## src/rtl/traffic_phase_arbiter_if.sv

```systemverilog
// rtl/traffic_phase_arbiter_if.sv - control/status bundle for traffic_phase_arbiter (emerg_req only with EMERG_PREEMPT_EN)
interface traffic_phase_arbiter_if;
    logic       enable;
    logic [3:0] car_req;
    logic [7:0] green_duration;
    logic [7:0] yellow_duration;
    logic [7:0] red_holding;
`ifdef EMERG_PREEMPT_EN
    logic [3:0] emerg_req;
`endif
    logic [1:0] active_direction;
    logic [1:0] phase;
    logic [7:0] countdown_sec;
    logic [3:0] lamp_red;
    logic [3:0] lamp_yel;
    logic [3:0] lamp_grn;

    modport master (
        output enable, car_req, green_duration, yellow_duration, red_holding,
`ifdef EMERG_PREEMPT_EN
        output emerg_req,
`endif
        input  active_direction, phase, countdown_sec, lamp_red, lamp_yel, lamp_grn
    );

    modport slave (
        input  enable, car_req, green_duration, yellow_duration, red_holding,
`ifdef EMERG_PREEMPT_EN
        input  emerg_req,
`endif
        output active_direction, phase, countdown_sec, lamp_red, lamp_yel, lamp_grn
    );
endinterface

```

## src/rtl/traffic_phase_arbiter.sv

```systemverilog
// rtl/traffic_phase_arbiter.sv - 4-way round-robin traffic phase arbiter; EMERG_PREEMPT_EN adds emergency preemption
module traffic_phase_arbiter #(
    parameter int TICK_DIV = 100000000
) (
    input  logic                    clk,
    input  logic                    rst_n,
    traffic_phase_arbiter_if.slave  bus
);

    localparam int PW = (TICK_DIV > 1) ? $clog2(TICK_DIV) : 1;
    localparam logic [1:0] PH_ALL_RED = 2'd0;
    localparam logic [1:0] PH_GREEN   = 2'd1;
    localparam logic [1:0] PH_YELLOW  = 2'd2;

    typedef enum logic [1:0] {IDLE, GREEN, YELLOW, CLEAR} state_t;

    state_t        state, state_n;
    logic [PW-1:0] presc;
    logic          tick;
    logic [7:0]    cnt, cnt_n;
    logic [1:0]    dir, dir_n;
    logic [3:0]    pending, pending_n;
    logic [1:0]    phase_q, phase_n;
    logic [3:0]    red_q, yel_q, grn_q;
    logic [3:0]    red_n, yel_n, grn_n;
    logic          enter_green;
    logic          rr_found;
    logic [1:0]    rr_dir, rr_idx;
    logic          run, arb_ok, preempt, restart;
    logic [1:0]    arb_dir;
    logic [3:0]    dir_mask;
    logic [7:0]    g_len, y_len, r_len;

    function automatic logic [7:0] at_least_one(input logic [7:0] d);
        return (d == 8'd0) ? 8'd1 : d;
    endfunction

    assign g_len    = at_least_one(bus.green_duration);
    assign y_len    = at_least_one(bus.yellow_duration);
    assign r_len    = at_least_one(bus.red_holding);
    assign dir_mask = 4'b0001 << dir;
    assign tick     = (presc == PW'(TICK_DIV - 1));

    always_ff @(posedge clk or negedge rst_n) begin
        if (!rst_n)    presc <= '0;
        else if (tick) presc <= '0;
        else           presc <= presc + PW'(1);
    end

    // Searched from offset 4 down to 1 so the nearest pending direction after dir wins.
    always_comb begin
        rr_found = 1'b0;
        rr_dir   = dir;
        rr_idx   = dir;
        for (int i = 4; i >= 1; i--) begin
            rr_idx = dir + 2'(i);
            if (pending[rr_idx]) begin
                rr_found = 1'b1;
                rr_dir   = rr_idx;
            end
        end
    end

`ifdef EMERG_PREEMPT_EN
    logic       emerg_any;
    logic [1:0] emerg_dir;

    always_comb begin
        emerg_any = |bus.emerg_req;
        emerg_dir = 2'd0;
        if      (bus.emerg_req[0]) emerg_dir = 2'd0;
        else if (bus.emerg_req[1]) emerg_dir = 2'd1;
        else if (bus.emerg_req[2]) emerg_dir = 2'd2;
        else if (bus.emerg_req[3]) emerg_dir = 2'd3;
    end

    assign run     = bus.enable | emerg_any;
    assign arb_ok  = run && (emerg_any || rr_found);
    assign arb_dir = emerg_any ? emerg_dir : rr_dir;
    assign preempt = emerg_any && (dir != emerg_dir);
    // When no preempt is active, an asserted emergency is on dir itself.
    assign restart = emerg_any || (((pending & ~dir_mask) == 4'b0000) && bus.car_req[dir]);
`else
    assign run     = bus.enable;
    assign arb_ok  = run && rr_found;
    assign arb_dir = rr_dir;
    assign preempt = 1'b0;
    assign restart = ((pending & ~dir_mask) == 4'b0000) && bus.car_req[dir];
`endif

    always_comb begin
        state_n     = state;
        cnt_n       = cnt;
        dir_n       = dir;
        enter_green = 1'b0;
        case (state)
            IDLE: begin
                cnt_n = 8'd0;
                if (arb_ok) begin
                    state_n     = GREEN;
                    dir_n       = arb_dir;
                    cnt_n       = g_len;
                    enter_green = 1'b1;
                end
            end
            GREEN: begin
                if (preempt || !run) begin
                    state_n = YELLOW;
                    cnt_n   = y_len;
                end else if (tick) begin
                    if (cnt > 8'd1) begin
                        cnt_n = cnt - 8'd1;
                    end else if (restart) begin
                        cnt_n       = g_len;
                        enter_green = 1'b1;
                    end else begin
                        state_n = YELLOW;
                        cnt_n   = y_len;
                    end
                end
            end
            YELLOW: begin
                if (tick) begin
                    if (cnt > 8'd1) begin
                        cnt_n = cnt - 8'd1;
                    end else begin
                        state_n = CLEAR;
                        cnt_n   = r_len;
                    end
                end
            end
            CLEAR: begin
                if (tick) begin
                    if (cnt > 8'd1) begin
                        cnt_n = cnt - 8'd1;
                    end else if (arb_ok) begin
                        // Arbitrate here so a waiting request skips the extra IDLE cycle.
                        state_n     = GREEN;
                        dir_n       = arb_dir;
                        cnt_n       = g_len;
                        enter_green = 1'b1;
                    end else begin
                        state_n = IDLE;
                        cnt_n   = 8'd0;
                    end
                end
            end
        endcase

        pending_n = (pending | bus.car_req) & ~(enter_green ? (4'b0001 << dir_n) : 4'b0000);
        grn_n     = (state_n == GREEN)  ? (4'b0001 << dir_n) : 4'b0000;
        yel_n     = (state_n == YELLOW) ? (4'b0001 << dir_n) : 4'b0000;
        red_n     = ~(grn_n | yel_n);
        phase_n   = (state_n == GREEN)  ? PH_GREEN :
                    (state_n == YELLOW) ? PH_YELLOW : PH_ALL_RED;
    end

    always_ff @(posedge clk or negedge rst_n) begin
        if (!rst_n) begin
            state   <= IDLE;
            cnt     <= 8'd0;
            dir     <= 2'd3;
            pending <= 4'b0000;
            phase_q <= PH_ALL_RED;
            red_q   <= 4'hF;
            yel_q   <= 4'h0;
            grn_q   <= 4'h0;
        end else begin
            state   <= state_n;
            cnt     <= cnt_n;
            dir     <= dir_n;
            pending <= pending_n;
            phase_q <= phase_n;
            red_q   <= red_n;
            yel_q   <= yel_n;
            grn_q   <= grn_n;
        end
    end

    assign bus.active_direction = dir;
    assign bus.phase            = phase_q;
    assign bus.countdown_sec    = cnt;
    assign bus.lamp_red         = red_q;
    assign bus.lamp_yel         = yel_q;
    assign bus.lamp_grn         = grn_q;

endmodule
```

## src/flat_wrapper.sv

```systemverilog
// flat-port wrapper written by rule: the top's interface ports become plain ports
module traffic_phase_arbiter_flat 
#(
    parameter int TICK_DIV = 100000000
)
  (clk, rst_n, bus_enable, bus_car_req, bus_green_duration, bus_yellow_duration, bus_red_holding, bus_active_direction, bus_phase, bus_countdown_sec, bus_lamp_red, bus_lamp_yel, bus_lamp_grn);
  traffic_phase_arbiter_if bus_i ();
  input  logic clk;
  input  logic rst_n;
  input wire logic [$bits(bus_i.enable)-1:0] bus_enable;
  input wire logic [$bits(bus_i.car_req)-1:0] bus_car_req;
  input wire logic [$bits(bus_i.green_duration)-1:0] bus_green_duration;
  input wire logic [$bits(bus_i.yellow_duration)-1:0] bus_yellow_duration;
  input wire logic [$bits(bus_i.red_holding)-1:0] bus_red_holding;
  output wire logic [$bits(bus_i.active_direction)-1:0] bus_active_direction;
  output wire logic [$bits(bus_i.phase)-1:0] bus_phase;
  output wire logic [$bits(bus_i.countdown_sec)-1:0] bus_countdown_sec;
  output wire logic [$bits(bus_i.lamp_red)-1:0] bus_lamp_red;
  output wire logic [$bits(bus_i.lamp_yel)-1:0] bus_lamp_yel;
  output wire logic [$bits(bus_i.lamp_grn)-1:0] bus_lamp_grn;
  assign bus_i.enable = bus_enable;
  assign bus_i.car_req = bus_car_req;
  assign bus_i.green_duration = bus_green_duration;
  assign bus_i.yellow_duration = bus_yellow_duration;
  assign bus_i.red_holding = bus_red_holding;
  assign bus_active_direction = bus_i.active_direction;
  assign bus_phase = bus_i.phase;
  assign bus_countdown_sec = bus_i.countdown_sec;
  assign bus_lamp_red = bus_i.lamp_red;
  assign bus_lamp_yel = bus_i.lamp_yel;
  assign bus_lamp_grn = bus_i.lamp_grn;
  traffic_phase_arbiter #(.TICK_DIV(TICK_DIV)) u_core (.clk(clk), .rst_n(rst_n), .bus(bus_i));
endmodule
```

## config.mk

```make
export PLATFORM = sky130hd
export DESIGN_NAME = traffic_phase_arbiter_flat
export DESIGN_NICKNAME = d
export VERILOG_FILES = /design/src/rtl/traffic_phase_arbiter_if.sv /design/src/rtl/traffic_phase_arbiter.sv /design/src/flat_wrapper.sv
export SDC_FILE = /design/constraint.sdc
export NUM_CORES = 1
export LEC_CHECK = 0
export ABC_AREA = 1
export CAP_MARGIN = 25
export CORE_MARGIN = 1
export CORE_UTILIZATION = 51
export CTS_CLUSTER_SIZE = 25
export DETAILED_ROUTE_END_ITERATION = 12
export PLACE_DENSITY_LB_ADDON = 0.3
export SLEW_MARGIN = 20
export SYNTH_ARGS = -nofsm -noshare
export SYNTH_HDL_FRONTEND = slang
export SYNTH_SLANG_ARGS = --single-unit
```

## constraint.sdc

```tcl
create_clock -name clk -period 2.15 [get_ports clk]
set_input_delay 0.43 -clock clk [delete_from_list [all_inputs] [get_ports clk]]
set_output_delay 0.43 -clock clk [all_outputs]
set_load 0.1 [all_outputs]
```

==> load_flow_metrics.sql, run 1 <==
INSERT INTO impl_metrics (metric_group, metric, value, unit) VALUES
('clock_tree', 'cts-buffers-inserted', '9', ''),
('status', 'result_of_the_run', 'complete, but fails checks', ''),
('grt', 'globalRouteOverflowTotal', '0', ''),
('yosys', 'synth_top_cell_area_share', '31.1', '%'),
('detailed_routing', 'detail_route.wl_per_cell', '14.5', 'um'),
('detailed_routing', 'vias', '4410', ''),
('yosys', 'cell_types_occupying_the_most_area_after_synthesis', 'sky130_fd_sc_hd__dfrtp_1 31%, sky130_fd_sc_hd__nand2_1 19%, sky130_fd_sc_hd__inv_1 6.8%', ''),
('final_layout', 'num-fill-cells', '632', ''),
('final_layout', 'multi_input_area', '2570', 'um2'),
('yosys', 'mappedNetlistArea', '4110', 'um2'),
('critical_path', 'worstSetupStartpointType', 'flop', ''),
('yosys', 'main_combinational_cell_family_by_area_after_synthesis', 'simple AND/OR/NAND/NOR gates', ''),
('detailed_routing', 'detail_route.drc_violations', '0', ''),
('sta', 'final-max-slew-violation-count', '0', ''),
('yosys', 'number_of_warnings_reported_in_the_yosys_synthesis_log', '0', ''),
('placement', 'place_hpwl', '8280', 'um'),
('floorplanning', 'core', '7770', 'um2'),
('yosys', 'syn_inst', '614', ''),
('detailed_routing', 'drt-total-wl', '11700', 'um'),
('sta', 'post-route-period-util', '105', '%'),
('detailed_routing', 'detailedRoute.firstIterationViolations', '343', ''),
('grt', 'vias_in_the_first_global_route', '4077', ''),
('critical_path', 'critical_path_depth', '14', ''),
('sta', 'tightest_slew', '0.527', 'ns'),
('critical_path', 'cp_cell_sequence', 'inv_6 > ha_4 > inv_4 > nand3_2 > nand2_2 > nor2_4 > nand2_4 > nand2_4 > a21oi_2 > nor2_4 > nand2_4 > nor2_8 > inv_4 > nor2_2', ''),
('critical_path', 'critical_path.endpoint', 'u_core.bus.lamp_yel[2]$_DFF_PN0_', ''),
('grt', 'initial_antenna_violation_count', '0', ''),
('critical_path', 'critical_path.endpoint_type', 'flop', ''),
('sta', 'total_setup_violations_reported_at_the_end_of_the_flow', '26', ''),
('clock_tree', 'cts-root-to-sink-buffers', '2', ''),
('yosys', 'synth_fp_nets', '656', ''),
('status', 'violations_in_the_final_reports', 'negative setup slack', ''),
('yosys', 'most_used_dff_post_synth', 'sky130_fd_sc_hd__dfrtp_1', ''),
('grt', 'grt_start_max_net_pins', '22', ''),
('clock_tree', 'cts.root.buffer_cell', 'sky130_fd_sc_hd__clkbuf_8', ''),
('sta', 'highest_clock_frequency_the_design_can_meet', '444', 'MHz'),
('yosys', 'yosys.area_share.xor_xnor', '1.28', '%'),
('detailed_routing', 'remaining_antenna_violation_count_after_routing', '0', ''),
('sta', 'rsz_0062_raised_after_global_routing', 'yes', ''),
('worst_hold_path', 'timing.hold.worst.class', 'in2async', ''),
('floorplanning', 'io_pins', '55', ''),
('clock_tree', 'htreeDepth', '3', ''),
('yosys', 'post-synth-top-area-cell', 'sky130_fd_sc_hd__dfrtp_1', ''),
('placement', 'portBuffers', '54', ''),
('critical_path', 'timing.critical_path.mode_cell', 'sky130_fd_sc_hd__nand2_4', ''),
('power_and_ir_drop', 'peakVddDrop', '0.339', 'mV'),
('detailed_routing', 'drt_first_pass_iters', '5', ''),
('grt', 'grt_first_pass_wirelength', '18300', 'um'),
('floorplanning', 'floorplan.die_area', '8420', 'um2'),
('floorplanning', 'initial_core_util', '52.9', '%'),
('floorplanning', 'core.rowCount', '32', ''),
('floorplanning', 'die_h', '91.7', 'um'),
('final_layout', 'nets', '737', ''),
('final_layout', 'final-seq-area', '1460', 'um2'),
('final_layout', 'drive_above_1_share', '26.0', '%'),
('clock_tree', 'clock-sinks', '57', ''),
('yosys', 'synth_edf_count', '0', ''),
('yosys', 'seq_area_frac_synth', '34.9', '%'),
('critical_path', 'critical_path_arrival', '2.52', 'ns'),
('flow_run', 'timing.max_cap.violations', '0', ''),
('sta', 'worst_slack', '-0.101', 'ns'),
('clock_tree', 'path_clk_slew', '0.08', 'ns'),
('power_and_ir_drop', 'total_chip_power', '0.00225', 'W'),
('sta', 'post-route-min-period', '2.25', 'ns'),
('placement', 'post-place-ws', '-0.0791', 'ns'),
('critical_path', 'timing.critical_path.buf_inv', '3', ''),
('power_and_ir_drop', 'power_density_over_the_cells', '414', 'nW/um2'),
('clock_tree', 'tritoncts_clock_tree', 'yes', ''),
('critical_path', 'worst_r2r_path_depth', '14', ''),
('floorplanning', 'fp.dieW', '91.7', 'um'),
('yosys', 'synth.mux.area_fraction', '0', '%');
flip-flops by register name (all words and copies together), names as in the netlist:
register / count
u_core.bus.active_direction: 2
u_core.bus.countdown_sec: 8
u_core.bus.lamp_grn: 4
u_core.bus.lamp_red: 4
u_core.bus.lamp_yel: 4
u_core.bus.phase: 2
u_core.pending: 4
u_core.presc: 27
u_core.state: 2
cell families (layout without fill, tap and decap cells):
logic type / count (synthesis) / after routing
DFF: 57 / 57
buffers and inverters: 98 / 184
and+or+nand+nor: 375 / 375
adders and majority gates: 11 / 11
AOI/OAI and AO/OA: 67 / 67
xor gates and xnor gates: 6 / 6
synth_stat cells (all sizes together), types with 2 or more instances:
library cell and instances:
nor2 61, nor4 4, inv 84, xor2 5, a21oi 26, nand2 216
dfstp 6, o21ai 25, buf 6, ha 11, nand4 15, or2 2
nand3b 2, nand3 57, a31oi 6, clkbuf 8, dfrtp 51, nor3 18
a21boi 2
per-layer routing:
metal | track usage [%] | up-vias | routed length (um)
met2 | 45.1 | 226 | 5640
met3 | 5.47 | 30 | 907
li1 | - | 2138 | -
met4 | 10.7 | 0 | 279
met1 | 35.0 | 2016 | 4820
met5 | 0 | - | 0
stage by stage:
stage               instance area, um2  cells  setup TNS [ns]  hold slack [ns]  utilization, %
detailed placement                4900    778          -0.699            0.439            63.0
CTS                               5140    797         -0.0289           0.0700            66.2
floorplan                         4170    614          -0.762            0.134               -
finish                            5430    802           -1.41           0.0515            69.9
global route                      5430    802           -3.51           0.0787            69.9
global placement                  4900    778          -0.167            0.437            63.0
how the worst min path moves through the flow:
stage                     cells after the start  slack [ns]  start                                       to
after floorplan                               0        0.13  rst_n  u_core.bus.countdown_sec[2]$_DFFE_PN0P_
after global routing                          1        0.08  rst_n               u_core.presc[21]$_DFF_PN0_
after global placement                        1        0.44  rst_n               u_core.presc[21]$_DFF_PN0_
after detailed placement                      1        0.44  rst_n               u_core.presc[21]$_DFF_PN0_
final                                         1        0.05  rst_n               u_core.presc[21]$_DFF_PN0_
after CTS                                     1        0.07  rst_n               u_core.presc[21]$_DFF_PN0_
area by class of cell:
| cell class | instances | area share (%) |
|---|---|---|
| Clock buffer | 13 | 2.93 |
| Inverter | 84 | 6.17 |
| Multi-Input combinational cell | 459 | 47.4 |
| Timing Repair Buffer | 84 | 13.6 |
| Sequential cell | 57 | 26.8 |
| Clock inverter | 3 | 0.737 |
| Tap cell | 102 | 2.35 |
what timing repair did:
action                                  in CTS  in global routing
gates cloned                                 0                  1
resized for setup                            7                 67
buffers inserted                             3                  4
hold buffers                                 0                  0
pin swaps                                    9                 30
endpoints found under the setup margin      18                 30
report_power, final:
part	internal [W]	switching, W	leakage [nW]	total (W)
clock network	0.000596	0.000425	0.103	0.00102
registers	0.00107	0	0.705	0.00107
logic	0.0000736	0.0000809	2.01	0.000154
total	0.00174	0.000505	2.81	0.00225
Note: power is estimated with default switching activity, not from simulation.
==> run 2, diff against run 1 <==
--- a/config.mk
+++ b/config.mk
@@ -9,10 +9,10 @@
 export CAP_MARGIN = 25
 export CORE_MARGIN = 1
 export CORE_UTILIZATION = 51
-export CTS_CLUSTER_SIZE = 25
+export CTS_CLUSTER_SIZE = 12
 export DETAILED_ROUTE_END_ITERATION = 12
 export PLACE_DENSITY_LB_ADDON = 0.3
-export SLEW_MARGIN = 20
+export SKIP_CTS_REPAIR_TIMING = 1
 export SYNTH_ARGS = -nofsm -noshare
 export SYNTH_HDL_FRONTEND = slang
 export SYNTH_SLANG_ARGS = --single-unit
==> run 2 against run 1 <==
Compared with the run above: the run still ends with negative setup slack left; hold slack worse by 0.0022 ns; maximum frequency up 1.7%; total power down 0.56%; final cell count unchanged; routed wire length down 4.5%; sequential power about the same; global-route usage down 0.18 points; first-iteration DRC count down 14%; register-to-register slack better by 0.04 ns; utilization down 2.3 points; sequential cell count unchanged; die area unchanged; critical path type unchanged; largest cell class unchanged; highest routed layer unchanged.
==> load_flow_metrics.sql, run 2 (synthesized netlist as in run 1, its figures left out) <==
INSERT INTO impl_metrics (metric_group, metric, value, unit) VALUES
('critical_path', 'timing.setup.critical_path_class', 'reg2reg', ''),
('critical_path', 'critical_path_peak_fanout', '6', ''),
('critical_path', 'setup.worst_path.start', 'u_core.bus.active_direction[0]$_DFF_PN1_', ''),
('floorplanning', 'core', '7770', 'um2'),
('final_layout', 'largest_reg_flops', '27', ''),
('detailed_routing', 'drt_first_pass_iters', '5', ''),
('sta', 'hold-worst-slack', '0.0493', 'ns'),
('sta', 'worst_slack', '-0.0635', 'ns'),
('floorplanning', 'fp.dieW', '91.7', 'um'),
('floorplanning', 'io_pins', '55', ''),
('clock_tree', 'path_clk_slew', '0.08', 'ns'),
('clock_tree', 'cts-buffers-inserted', '9', ''),
('grt', 'vias_in_the_first_global_route', '4021', ''),
('clock_tree', 'clk-insertion-delay-late', '0.34', 'ns'),
('sta', 'finalHoldViolCount', '0', ''),
('final_layout', 'drive_above_1_share', '22.6', '%'),
('grt', 'grt_start_max_net_pins', '22', ''),
('final_layout', 'nets', '737', ''),
('sta', 'post-route-min-period', '2.21', 'ns'),
('critical_path', 'critical_path_arrival', '2.47', 'ns'),
('worst_hold_path', 'timing.hold.worst.class', 'in2async', ''),
('final_layout', 'num-fill-cells', '664', ''),
('detailed_routing', 'vias_per_cell', '5.35', ''),
('final_layout', 'area_growth_syn_to_layout', '27.8', '%'),
('sta', 'post-route-period-util', '103', '%'),
('critical_path', 'worstSetupStartpointType', 'flop', ''),
('critical_path', 'required', '2.41', 'ns'),
('placement', 'post-place-ws', '-0.0791', 'ns'),
('power_and_ir_drop', 'power_density_over_the_cells', '426', 'nW/um2'),
('floorplanning', 'die_h', '91.7', 'um'),
('detailed_routing', 'detail_route.wl_per_cell', '13.9', 'um'),
('final_layout', 'layout_common_cells', '191 x sky130_fd_sc_hd__nand2_1, 70 x sky130_fd_sc_hd__inv_1, 49 x sky130_fd_sc_hd__nand3_1, 48 x sky130_fd_sc_hd__buf_4, 44 x sky130_fd_sc_hd__nor2_1', ''),
('sta', 'worst_clock_skew', '0.0168', 'ns'),
('grt', 'grtUsageTotal', '27.1', '%'),
('final_layout', 'diodes', '0', ''),
('clock_tree', 'cts-root-to-sink-buffers', '2', ''),
('sta', 'highest_clock_frequency_the_design_can_meet', '452', 'MHz'),
('sta', 'tightest_slew', '0.522', 'ns'),
('detailed_routing', 'dr.max_layer_used', 'met4', ''),
('flow_run', 'timing.max_cap.violations', '0', ''),
('sta', 'rsz_0062_raised_after_global_routing', 'yes', ''),
('critical_path', 'critical_path.endpoint_type', 'flop', ''),
('grt', 'globalRouteOverflowTotal', '0', ''),
('power_and_ir_drop', 'peakVddDrop', '0.337', 'mV'),
('critical_path', 'r2r_start', 'u_core.bus.active_direction[0]$_DFF_PN1_', ''),
('detailed_routing', 'remaining_antenna_violation_count_after_routing', '0', ''),
('sta', 'final-max-slew-violation-count', '0', ''),
('detailed_routing', 'detail_route.drc_violations', '0', ''),
('detailed_routing', 'route.met3.wl', '705', 'um'),
('sta', 'finalSetupTns', '-0.376', 'ns'),
('placement', 'place_hpwl', '8280', 'um'),
('floorplanning', 'core.rowCount', '32', ''),
('placement', 'portBuffers', '54', ''),
('clock_tree', 'clock-sinks', '57', ''),
('status', 'violations_in_the_final_reports', 'negative setup slack', ''),
('critical_path', 'worst_r2r_path_depth', '16', ''),
('placement', 'gp_congestion', '0.951', ''),
('power_and_ir_drop', 'power.static_leakage', '2.75', 'nW'),
('floorplanning', 'initial_core_util', '52.9', '%'),
('floorplanning', 'floorplan.die_area', '8420', 'um2'),
('final_layout', 'layout.cells.most_common', 'sky130_fd_sc_hd__nand2_1', ''),
('clock_tree', 'htreeDepth', '3', ''),
('grt', 'initial_antenna_violation_count', '0', ''),
('detailed_routing', 'drt-total-wl', '11100', 'um'),
('detailed_routing', 'wl_met1', '4900', 'um'),
('final_layout', 'register_with_the_most_flip_flops', 'u_core.presc', ''),
('sta', 'total_setup_violations_reported_at_the_end_of_the_flow', '17', ''),
('sta', 'timing.max_slew.rel_slack', '65.2', '%'),
('detailed_routing', 'vias', '4291', ''),
('status', 'result_of_the_run', 'complete, but fails checks', ''),
('clock_tree', 'cts.root.buffer_cell', 'sky130_fd_sc_hd__clkbuf_8', ''),
('detailed_routing', 'detailedRoute.firstIterationViolations', '294', ''),
('clock_tree', 'tritoncts_clock_tree', 'yes', ''),
('detailed_routing', 'route.met2.wl', '5300', 'um'),
('grt', 'grt_first_pass_wirelength', '18200', 'um');
-- run 2: final timing paths --
kind                                                     to  slack (ns)
hold reg to reg                   u_core.presc[0]$_DFF_PN0_        0.49
setup reg to reg           u_core.bus.lamp_red[1]$_DFF_PN1_       -0.06
hold / removal                   u_core.presc[21]$_DFF_PN0_        0.05
max in group asynchronous  u_core.bus.lamp_red[1]$_DFF_PN1_        1.43
min in group clk                  u_core.presc[0]$_DFF_PN0_        0.49
setup / recovery           u_core.bus.lamp_red[1]$_DFF_PN1_       -0.06
-- run 2: per-layer routing --
metal / up-vias / GRT usage, %
met3: 28 / 5.14
met1: 1963 / 35.0
met5: - / 0
met2: 167 / 45.1
met4: 0 / 10.0
li1: 2133 / -
-- run 2: report_power, final --
part | leakage, nW | total [W] | switching, W | internal, W
Combinational | 1.94 | 0.000138 | 0.0000706 | 0.0000672
Clock | 0.103 | 0.00102 | 0.000429 | 0.000596
Sequential | 0.705 | 0.00107 | 0 | 0.00107
Total | 2.75 | 0.00223 | 0.000499 | 0.00174
-- run 2: cell type report --
type / count / area (um2) / share of cell area (%)
Multi-Input combinational cell: 459 / 2390 / 45.5
Sequential cell: 57 / 1460 / 27.7
Timing Repair Buffer: 84 / 744 / 14.2
Inverter: 84 / 332 / 6.32
Clock buffer: 13 / 159 / 3.03
Tap cell: 102 / 128 / 2.43
Clock inverter: 3 / 40.0 / 0.763
-- run 2: critical path, stage by stage, from the launching register on --
cell and delay, ns:
sky130_fd_sc_hd__dfstp_4 0.67, sky130_fd_sc_hd__inv_6 0.05, sky130_fd_sc_hd__ha_4 0.28, sky130_fd_sc_hd__inv_2 0.05
sky130_fd_sc_hd__nand3_2 0.07, sky130_fd_sc_hd__nand2_2 0.08, sky130_fd_sc_hd__nor2_4 0.11, sky130_fd_sc_hd__nand2_2 0.10
sky130_fd_sc_hd__nand2_1 0.11, sky130_fd_sc_hd__nand2_1 0.05, sky130_fd_sc_hd__nand2_1 0.05, sky130_fd_sc_hd__nand3_1 0.08
sky130_fd_sc_hd__nand2_2 0.16, sky130_fd_sc_hd__inv_2 0.08, sky130_fd_sc_hd__nand2_2 0.09, sky130_fd_sc_hd__inv_1 0.04
sky130_fd_sc_hd__o21ai_1 0.07
-- run 2: per-stage QoR --
| step | total power [W] | cell area, um2 | cells | util [%] |
|---|---|---|---|---|
| 2_1_floorplan | 0.00113 | 4170 | 614 | - |
| 3_3_place_gp | 0.00123 | 4900 | 778 | 63.0 |
| 3_5_place_dp | 0.00123 | 4900 | 778 | 63.0 |
| 4_1_cts | 0.00224 | 5090 | 794 | 65.6 |
| 5_1_grt | 0.00231 | 5250 | 802 | 67.6 |
| 6_report | 0.00223 | 5250 | 802 | 67.6 |
